===== src/rtl/decoder_n_pipe.sv =====
// Pipelined N-to-NUM_OUT decoder (one-hot or thermometer per transaction) with a
// 2-entry skid buffer between valid/ready interfaces and a saturating range-error counter.
module decoder_n_pipe #(
  parameter int SEL_W      = 2,
  parameter int NUM_OUT    = 4,
  parameter int ACTIVE_LOW = 0,
  parameter int ERR_CNT_W  = 8
) (
  input  logic                 clk,
  input  logic                 rst_n,
  input  logic                 in_valid,
  output logic                 in_ready,
  input  logic [SEL_W-1:0]     in_sel,
  input  logic                 in_mode,
  output logic                 out_valid,
  input  logic                 out_ready,
  output logic [NUM_OUT-1:0]   out_code,
  output logic                 out_err,
  output logic [ERR_CNT_W-1:0] err_count
);

  typedef enum logic [1:0] {
    OCC_EMPTY = 2'd0,
    OCC_ONE   = 2'd1,
    OCC_TWO   = 2'd2
  } occ_e;

  localparam logic [NUM_OUT-1:0]   IDLE_CODE = (ACTIVE_LOW != 0) ? {NUM_OUT{1'b1}} : {NUM_OUT{1'b0}};
  localparam logic [SEL_W:0]       NUM_OUT_L = (SEL_W+1)'(NUM_OUT);
  localparam logic [ERR_CNT_W-1:0] ERR_MAX   = {ERR_CNT_W{1'b1}};

  occ_e                 occ_q, occ_d;
  logic [NUM_OUT-1:0]   head_code_q, head_code_d;
  logic                 head_err_q, head_err_d;
  logic [NUM_OUT-1:0]   tail_code_q, tail_code_d;
  logic                 tail_err_q, tail_err_d;
  logic                 in_ready_q, in_ready_d;
  logic [ERR_CNT_W-1:0] err_count_q, err_count_d;

  logic [NUM_OUT-1:0]   raw_code;
  logic [NUM_OUT-1:0]   new_code;
  logic                 new_err;
  logic                 push;
  logic                 pop;

  // Decode of the incoming select; only captured into the buffer on push.
  always_comb begin
    raw_code = '0;
    new_err  = ({1'b0, in_sel} >= NUM_OUT_L);
    for (int k = 0; k < NUM_OUT; k++) begin
      if (in_mode) begin
        raw_code[k] = (in_sel >= SEL_W'(k));
      end else begin
        raw_code[k] = (in_sel == SEL_W'(k));
      end
    end
    if (new_err) begin
      raw_code = '0;
    end
    new_code = (ACTIVE_LOW != 0) ? ~raw_code : raw_code;
  end

  assign out_valid = (occ_q != OCC_EMPTY);
  assign push      = in_valid & in_ready_q;
  assign pop       = out_valid & out_ready;

  // The head entry always holds what out_* shows, including the idle level when empty.
  always_comb begin
    occ_d       = occ_q;
    head_code_d = head_code_q;
    head_err_d  = head_err_q;
    tail_code_d = tail_code_q;
    tail_err_d  = tail_err_q;
    err_count_d = err_count_q;

    case (occ_q)
      OCC_EMPTY: begin
        if (push) begin
          head_code_d = new_code;
          head_err_d  = new_err;
          occ_d       = OCC_ONE;
        end
      end
      OCC_ONE: begin
        if (push && !pop) begin
          tail_code_d = new_code;
          tail_err_d  = new_err;
          occ_d       = OCC_TWO;
        end else if (pop && !push) begin
          head_code_d = IDLE_CODE;
          head_err_d  = 1'b0;
          occ_d       = OCC_EMPTY;
        end else if (pop && push) begin
          head_code_d = new_code;
          head_err_d  = new_err;
        end
      end
      OCC_TWO: begin
        if (pop) begin
          head_code_d = tail_code_q;
          head_err_d  = tail_err_q;
          occ_d       = OCC_ONE;
        end
      end
      default: begin
        occ_d       = OCC_EMPTY;
        head_code_d = IDLE_CODE;
        head_err_d  = 1'b0;
      end
    endcase

    in_ready_d = (occ_d != OCC_TWO);

    if (push && new_err && (err_count_q != ERR_MAX)) begin
      err_count_d = err_count_q + 1'b1;
    end
  end

  always_ff @(posedge clk or negedge rst_n) begin
    if (!rst_n) begin
      occ_q       <= OCC_EMPTY;
      head_code_q <= IDLE_CODE;
      head_err_q  <= 1'b0;
      tail_code_q <= IDLE_CODE;
      tail_err_q  <= 1'b0;
      in_ready_q  <= 1'b1;
      err_count_q <= '0;
    end else begin
      occ_q       <= occ_d;
      head_code_q <= head_code_d;
      head_err_q  <= head_err_d;
      tail_code_q <= tail_code_d;
      tail_err_q  <= tail_err_d;
      in_ready_q  <= in_ready_d;
      err_count_q <= err_count_d;
    end
  end

  assign in_ready  = in_ready_q;
  assign out_code  = head_code_q;
  assign out_err   = head_err_q;
  assign err_count = err_count_q;

endmodule


===== config.mk =====
export PLATFORM = sky130hd
export DESIGN_NAME = decoder_n_pipe
export DESIGN_NICKNAME = d
export VERILOG_FILES = /design/src/rtl/decoder_n_pipe.sv
export SDC_FILE = /design/constraint.sdc
export NUM_CORES = 1
export LEC_CHECK = 0
export CAP_MARGIN = 20
export CORE_MARGIN = 2
export CORE_UTILIZATION = 48
export DETAILED_ROUTE_END_ITERATION = 8
export PLACE_DENSITY = 0.89
export SYNTH_ARGS = -nofsm -noshare
export SYNTH_HDL_FRONTEND = slang
export SYNTH_SLANG_ARGS = --single-unit
export TNS_END_PERCENT = 5

===== constraint.sdc =====
create_clock -name clk -period 2.92 [get_ports clk]
set_clock_uncertainty 0.1 [all_clocks]
set_input_delay 0.292 -clock clk [delete_from_list [all_inputs] [get_ports clk]]
set_output_delay 0.292 -clock clk [all_outputs]
set_load 0.03 [all_outputs]

## After elaboration in Yosys (flattened, before gate mapping)

Index checks and enable logic that the tools add are counted.

| cells by class | value |
|---|---|
| $lt $le $gt $ge | 4 |
| muxes and demuxes | 21 |
| reduce and logical (&&, ||, !) cells | 10 |
| bitwise gates (word level) | 2 |
| add/subtract/negate cells | 0 |
| $mul | 0 |
| div/mod/pow operators | 0 |
| equal/unequal tests | 10 |
| shift-type cells | 0 |

Operators by type and width:

| kind | number |
|---|---|
| $mux 4 | 5 |
| $pmux 4 s3 | 1 |
| $mux 1 | 9 |
| $mux 2 | 4 |
| $ne 2x2->1 const B | 4 |
| $eq 2x2->1 const B | 3 |
| $pmux 2 s3 | 1 |
| $eq 2x1->1 const B | 2 |
| $ge 2x1->1 const B | 2 |
| $ge 2x2->1 const B | 2 |
| $logic_not 2->1 | 2 |
| $reduce_and 4->1 | 1 |
| $logic_and 1x1->1 | 3 |
| $ne 3x3->1 const B | 1 |
| $pmux 1 s3 | 1 |
| $and 1x1->1 | 2 |
| $logic_not 1->1 | 2 |
| $reduce_and 2->1 | 1 |
| $reduce_bool 2->1 | 1 |

| storage, ports and cells | value |
|---|---|
| latch bits | 0 |
| flip-flop bits (word level) | 12 |
| memories kept | 0 |
| word-level logic and storage cells | 52 |
| ROM bits | 0 |
| memory bits (writable) | 0 |
| input port bits | 7 |

## Logic depth before layout (Yosys ltp)

Gate-level depths: netlist of the first run.

| depth | value |
|---|---|
| depth in word-level cells | 7 |
| mapped depth | 6 |
| gate-level depth less buffers | 4 |

## Worst setup path before layout of the first run

Ideal clock, no wire load.

| timing | value |
|---|---|
| path kind | flip-flop to flip-flop |
| start point | reg in_ready_q (netlist: in_ready) |
| end point | reg head_code_q[2] (netlist: out_code[2]) |
| data required time | 2.699 ns |
| period minus slack after synthesis | 1.605 ns |
| cell stages (with the launch flop) | 5 |
| arrival | 1.384 ns |
| buffers on the path | 0 |
| slack | 1.315 ns |
| cell sequence | dfstp_2 -> and3b_1 -> a21oi_2 -> mux2_2 -> a22o_1 |

| on the way | value |
|---|---|
| longest elaborated chain between the ends | 6 |
| elaborated cells between the ends (all ways) | 12 |
| classes of those cells | 3 x eq/ne; 3 x mux; 1 x bitwise; 5 x reduce/logical |

Ends and longest elaborated chain:

| item | RTL line | text |
|---|---|---|
| start, declared | 37 | `logic in_ready_q, in_ready_d;` |
| start signal, assigned | 134 | `in_ready_q <= in_ready_d;` |
| $and 1x1->1 * | 64 | `assign push = in_valid & in_ready_q;` |
| $logic_not 1->1 | 89 | `end else if (pop && !push) begin` |
| $logic_and 1x1->1 | 89 |  |
| $mux 4 | 89 |  |
| $mux 4 | 85 | `if (push && !pop) begin` |
| $pmux 4 s3 | 76 | `case (occ_q)` |
| end signal, assigned | 130 | `head_code_q <= head_code_d;` |
| end, declared | 33 | `logic [NUM_OUT-1:0] head_code_q, head_code_d;` |

Mark *: on every way between the ends. The rest lies on a longest branch, timed or not. The select of a mux whose other input is x is not followed.
A chain may end at the register's enable or synchronous reset.

## Worst setup path in the final report of the first run

| timing | value |
|---|---|
| start point | reg occ_q[1] |
| end point | out out_valid |

| on the way | value |
|---|---|
| longest elaborated chain between the ends | 1 |

Ends and longest elaborated chain:

| item | RTL line | text |
|---|---|---|
| start, declared | 32 | `occ_e occ_q, occ_d;` |
| start signal, assigned | 121 | `occ_q <= OCC_EMPTY;` |
| start signal, assigned | 129 | `occ_q <= occ_d;` |
| $reduce_bool 2->1 | 63 | `assign out_valid = (occ_q != OCC_EMPTY);` |
| end, declared | 15 | `output logic out_valid,` |

No other way between the ends.

==> results.py, run 1 <==
metrics = {
    "power": {
        "power_leakage_nw": 0.3594,
        "peakVddDrop_v": 0.0005042,
        "p_sw_frac": 0.4164,
        "switching_power_mw": 0.3010,
        "p_int_mw": 0.4218,
        "p_comb_frac": 0.464,
        "power_density_mw_per_mm2": 897.0,
        "clkPwrFrac": 0.147,
        "p_seq_frac": 0.390,
        "total_power_mw": 0.7228,
    },
    "cells_and_area": {
        "instances_no_fill": 104,
        "layout_commonest_cell": "clkdlybuf4s50_1",
        "multi_input_area_um2": 352.8,
        "antennaDiodeCount": 0,
        "final-seq-area_um2": 276.5,
        "drive_gt1_frac": 0.08989,
        "area.growth.synth_to_final_pct": 13.98,
        "fill_cells": 125,
        "finish.instance_area_um2": 805.8,
        "finalNetCount": 97,
        "final_cell_mix": "clkdlybuf4s50_1 (12), dfrtp_1 (10), conb_1 (9)",
    },
    "clock_network": {
        "postCtsHoldBufs": 0,
        "clockBufferDepth": 2,
        "clk_latency_ps": 270,
        "clock_sinks": 11,
        "cts_setup_buffers": 0,
        "h-tree-depth": 1,
        "cts_buffers": 3,
        "tritoncts": "yes",
        "cts-resized-gates": 0,
        "clkTransAtPathRegs_ps": 70,
        "clock-root-buffer": "clkbuf_4",
    },
    "placement": {
        "io_buffers": 12,
        "gp_congestion": 0.8586,
        "dp.cells": 100,
        "placed_area_um2": 779.5,
        "place_ws_ps": 1054,
        "dp_hpwl_um": 974.9,
    },
    "floorplanning": {
        "ios": 22,
        "die_w_um": 42.38,
        "fp.dieH_um": 42.38,
        "rows": 13,
        "die_area_mm2": 0.001796,
        "core-area_mm2": 0.001334,
        "initial_core_util": 0.5300,
    },
    "synthesis": {
        "synthCells": 78,
        "syn_area_per_cell_um2": 9.063,
        "yosysWarnings": 0,
        "synthesis.area_um2": 706.9,
        "seq_area_frac_synth": 0.3912,
        "ys_ff_latch": 11,
        "synthFlopType": "dfrtp_1",
        "synthArstFlopShare": 1.000,
        "ys_types": 31,
        "synth-edff-count": 0,
    },
    "worst_setup_path": {
        "cp.arrival_ps": 1690,
        "crit_fanout": 12,
        "end_kind": "output port",
        "crit_required_ps": 2530,
        "startpoint_type": "flip-flop",
        "critPathKind": "reg2out",
    },
    "route": {
        "postRouteAntennaNets": 0,
        "drc": 0,
        "vias": 566,
        "detail_route.wl_per_cell_um": 13.02,
        "detail_route.first_pass.iterations": 4,
        "wl_um": 1354,
        "vias_per_cell": 5.442,
        "drt_first_iter_violations": 14,
    },
    "sta": {
        "worst_slack_ps": 842.8,
        "drv_slew": 0,
        "fin_crit_sh": 0.7114,
        "setup_viol": 0,
        "fin_crit_ps": 2077,
        "tightest_slew_ps": 501.0,
        "finalSetupTns_ps": 0,
        "max_freq_mhz": 481.4,
        "rsz0062_at_grt": "no",
        "slew_headroom": 0.6650,
        "hold_viol": 0,
    },
    "global_routing": {
        "grt_pass1_vias": 522,
        "grt.total_usage": 0.1638,
        "grt_overflow_total": 0,
        "antenna_found_initial": 0,
        "grt_pass1_wl_um": 2242,
        "grt_max_degree": 13,
    },
    "min_path": {
        "hp-class": "in2async",
    },
    "job": {
        "cap_violations": 0,
    },
    "outcome": {
        "status": "complete, no violations",
    },
}
per-layer routing:
layer,vias up,wire length (um),GRT usage
met3,4,77,0.03017
met4,0,12,0.07500
met2,23,630,0.2431
li1,272,-,-
met1,267,633,0.2297
met5,-,0,0
worst max-delay path, cell delays in order, from the launching register on:
cell and delay [ps]:
dfrtp_1 560, or2_1 180, clkdlybuf4s50_1 670
cell families after synthesis:
kind of cell / Yosys count / share of synthesized area
other: 1 / 0.005305
AOI/OAI and AO/OA: 21 / 0.2036
buffers and inverters: 16 / 0.1522
DFF: 11 / 0.3912
muxes: 4 / 0.05841
and+or+nand+nor: 25 / 0.1894
stage by stage:
step,hold slack [ps],util
after floorplan,-103.6,-
after global placement,395.4,0.5844
after detailed placement,402.2,0.5844
after CTS,264.9,0.6041
after global routing,311.7,0.6041
final,252.5,0.6041
synth_stat cells (all sizes together) (2+ instances only):
| library cell | count | area (um^2) |
|---|---|---|
| a22o | 2 | 17.52 |
| dfrtp | 10 | 250.2 |
| nand2 | 3 | 11.26 |
| inv | 3 | 11.26 |
| buf | 11 | 86.33 |
| mux2i | 3 | 30.03 |
| nor2b | 4 | 27.53 |
| a32o | 2 | 20.02 |
| nor2 | 7 | 26.28 |
| clkbuf | 2 | 10.01 |
| a21oi | 5 | 28.78 |
| nand3 | 5 | 25.02 |
| o21ai | 6 | 30.03 |
registers in the layout, indices dropped and copies added (netlist names):
| register | cells |
|---|---|
| out_code | 4 |
| tail_code_q | 4 |
| occ_q | 2 |
| in_ready | 1 |
power groups by stage:
stage | Combinational, mW | Sequential, mW | Clock (mW)
after floorplan | 0.203 | 0.311 | 0
after global placement | 0.326 | 0.279 | 0
after detailed placement | 0.333 | 0.283 | 0
after CTS | 0.336 | 0.281 | 0.109
after global routing | 0.362 | 0.292 | 0.114
final | 0.335 | 0.282 | 0.106
layout make-up:
cell class,count,share of cell area
Multi-Input combinational cell,59,0.4379
Sequential cell,11,0.3432
Timing Repair Buffer,12,0.1491
Clock buffer,4,0.03261
Tap cell,15,0.02329
Inverter,3,0.01398
worst paths after layout:
kind,start,to,slack (ps),cells after the start
max in group asynchronous,rst_n,in_ready,2110,1
worst max register to register,occ_q[1],out_code[3],1310,4
worst min register to register,out_code[3],out_code[3],420,1
worst min-delay path,rst_n,out_code[3],250,1
worst max-delay path,occ_q[1],out_valid,840,2
min in group clk,out_code[3],out_code[3],420,1
No activity file was read; power rests on OpenSTA's default activity.
==> run 2: changes to the inputs <==
Settings changed: CORE_UTILIZATION 48 to 44, PLACE_DENSITY 0.89 to 0.83.
Clock period 2.92 ns to 2.05 ns, I/O delays scaled along.
==> run 2 against run 1 <==
Final cell count is 1.9% higher; critical path type unchanged; largest cell class unchanged; combinational power up 52%; setup slack lost 770 ps; clock-buffer cell count is the same; design area grew 1.1%.
==> results.py, run 2 (synthesized netlist as in run 1, its figures left out) <==
metrics = {
    "outcome": {
        "status": "complete, no violations",
    },
    "sta": {
        "rsz0062_at_grt": "no",
        "hold_viol": 0,
        "worst_slack_ps": 67.85,
        "finalSetupTns_ps": 0,
        "max_freq_mhz": 504.5,
        "fin_crit_ps": 1982,
        "drv_slew": 0,
        "setup_viol": 0,
        "fin_crit_sh": 0.9669,
    },
    "worst_setup_path": {
        "reg2reg_to": "out_code[3]",
        "cp.arrival_ps": 1680,
        "cp_top_family": "buffers and inverters",
        "crit_end": "out_valid",
        "crit_fanout": 12,
        "reg2reg_slack_ps": 460,
        "cp_slowest_stage_delay_ps": 680,
        "crit_start": "occ_q[1]",
        "crit_required_ps": 1750,
        "cpMaxStageDelayCell": "clkdlybuf4s50_1",
        "r2r_start": "occ_q[1]",
        "end_kind": "output port",
        "reg2reg_depth": 4,
        "critPathBufInv": 1,
        "cp_cell_sequence": "or2_1 -> clkdlybuf4s50_1",
        "critical_path_depth": 2,
        "critPathKind": "reg2out",
        "startpoint_type": "flip-flop",
    },
    "placement": {
        "place_ws_ps": 273.1,
        "dp.cells": 102,
        "gp_congestion": 0.8692,
        "dp_hpwl_um": 1018,
        "io_buffers": 12,
    },
    "job": {
        "cap_violations": 0,
    },
    "floorplanning": {
        "rows": 14,
        "core-area_mm2": 0.001506,
        "initial_core_util": 0.4693,
        "fp.dieH_um": 44.09,
        "die_area_mm2": 0.001943,
        "ios": 22,
        "die_w_um": 44.09,
    },
    "clock_network": {
        "h-tree-depth": 1,
        "clockBufferDepth": 2,
        "clock-root-buffer": "clkbuf_4",
        "tritoncts": "yes",
        "clk_latency_ps": 270,
        "clkTransAtPathRegs_ps": 70,
        "cts-resized-gates": 0,
        "postCtsHoldBufs": 0,
        "cts_buffers": 3,
        "clock_sinks": 11,
        "cts_setup_buffers": 0,
    },
    "cells_and_area": {
        "fill_cells": 141,
        "layout_commonest_cell": "clkdlybuf4s50_1",
        "area.growth.synth_to_final_pct": 15.22,
        "final-seq-area_um2": 276.5,
        "final_cell_mix": "clkdlybuf4s50_1 (12), dfrtp_1 (10), conb_1 (9)",
        "instances_no_fill": 106,
        "antennaDiodeCount": 0,
        "finalNetCount": 98,
        "drive_gt1_frac": 0.1000,
        "multi_input_area_um2": 352.8,
    },
    "route": {
        "postRouteAntennaNets": 0,
        "drt_first_iter_violations": 11,
        "vias": 577,
        "wl_um": 1293,
        "vias_per_cell": 5.443,
        "detail_route.wl_per_cell_um": 12.20,
        "drc": 0,
        "detail_route.first_pass.iterations": 4,
    },
    "global_routing": {
        "grt.total_usage": 0.1542,
        "grt_max_degree": 13,
        "grt_overflow_total": 0,
        "grt_pass1_vias": 504,
        "grt_pass1_wl_um": 2159,
        "antenna_found_initial": 0,
    },
    "min_path": {
        "hp-class": "in2async",
    },
    "power": {
        "clkPwrFrac": 0.138,
        "power_leakage_nw": 0.3643,
        "switching_power_mw": 0.4246,
        "p_seq_frac": 0.370,
        "p_int_mw": 0.6113,
        "peakVddDrop_v": 0.0007480,
        "p_comb_frac": 0.492,
        "p_sw_frac": 0.4099,
        "power_density_mw_per_mm2": 1272,
    },
}
run 2: routing by layer:
| layer | global-route usage | vias to the layer above | part of all wire |
|---|---|---|---|
| met1 | 0.1963 | 272 | 0.41 |
| met2 | 0.2412 | 29 | 0.50 |
| met4 | 0.03030 | 0 | 0.0062 |
| met3 | 0.07347 | 2 | 0.077 |
| li1 | - | 274 | - |
| met5 | 0 | - | 0 |
run 2: through the flow:
stage | total power [mW] | hold slack, ps | util | cell area [um^2]
6_report | 1.036 | 158.7 | 0.5407 | 814.5
5_1_grt | 1.108 | 207.5 | 0.5407 | 814.5
4_1_cts | 1.039 | 183.5 | 0.5407 | 814.5
3_5_place_dp | 0.8951 | 396.0 | 0.5233 | 788.3
3_3_place_gp | 0.8749 | 390.3 | 0.5233 | 788.3
2_1_floorplan | 0.7323 | -190.6 | - | 737.0
run 2: worst min path at each step:
stage                                end  slack, ps  depth (start not counted)
after global placement       out_code[3]        390                          1
after global routing      tail_code_q[2]        210                          1
after CTS                       occ_q[0]        180                          1
after detailed placement     out_code[2]        400                          1
after floorplan                 occ_q[0]       -190                          0
final                     tail_code_q[3]        160                          1
run 2: worst register-to-register path: stages, from the launching register on:
cell	delay, ps
dfrtp_1	500
and3b_1	320
a21oi_2	60
mux2_2	290
a22o_1	230
run 2: cell type report:
| type | instances | share of cell area |
|---|---|---|
| flip-flops and latches | 11 | 0.3395 |
| well taps | 16 | 0.02458 |
| clock buffers | 4 | 0.03226 |
| multi-input cells | 59 | 0.4332 |
| repair buffers | 13 | 0.1567 |
| inverters | 3 | 0.01382 |
run 2: power groups by stage:
| stage | registers, mW | clock network (mW) | logic, mW |
|---|---|---|---|
| after floorplan | 0.444 | 0 | 0.289 |
| after global placement | 0.381 | 0 | 0.494 |
| after detailed placement | 0.386 | 0 | 0.509 |
| after CTS | 0.382 | 0.146 | 0.511 |
| after global routing | 0.399 | 0.159 | 0.550 |
| final | 0.383 | 0.143 | 0.510 |
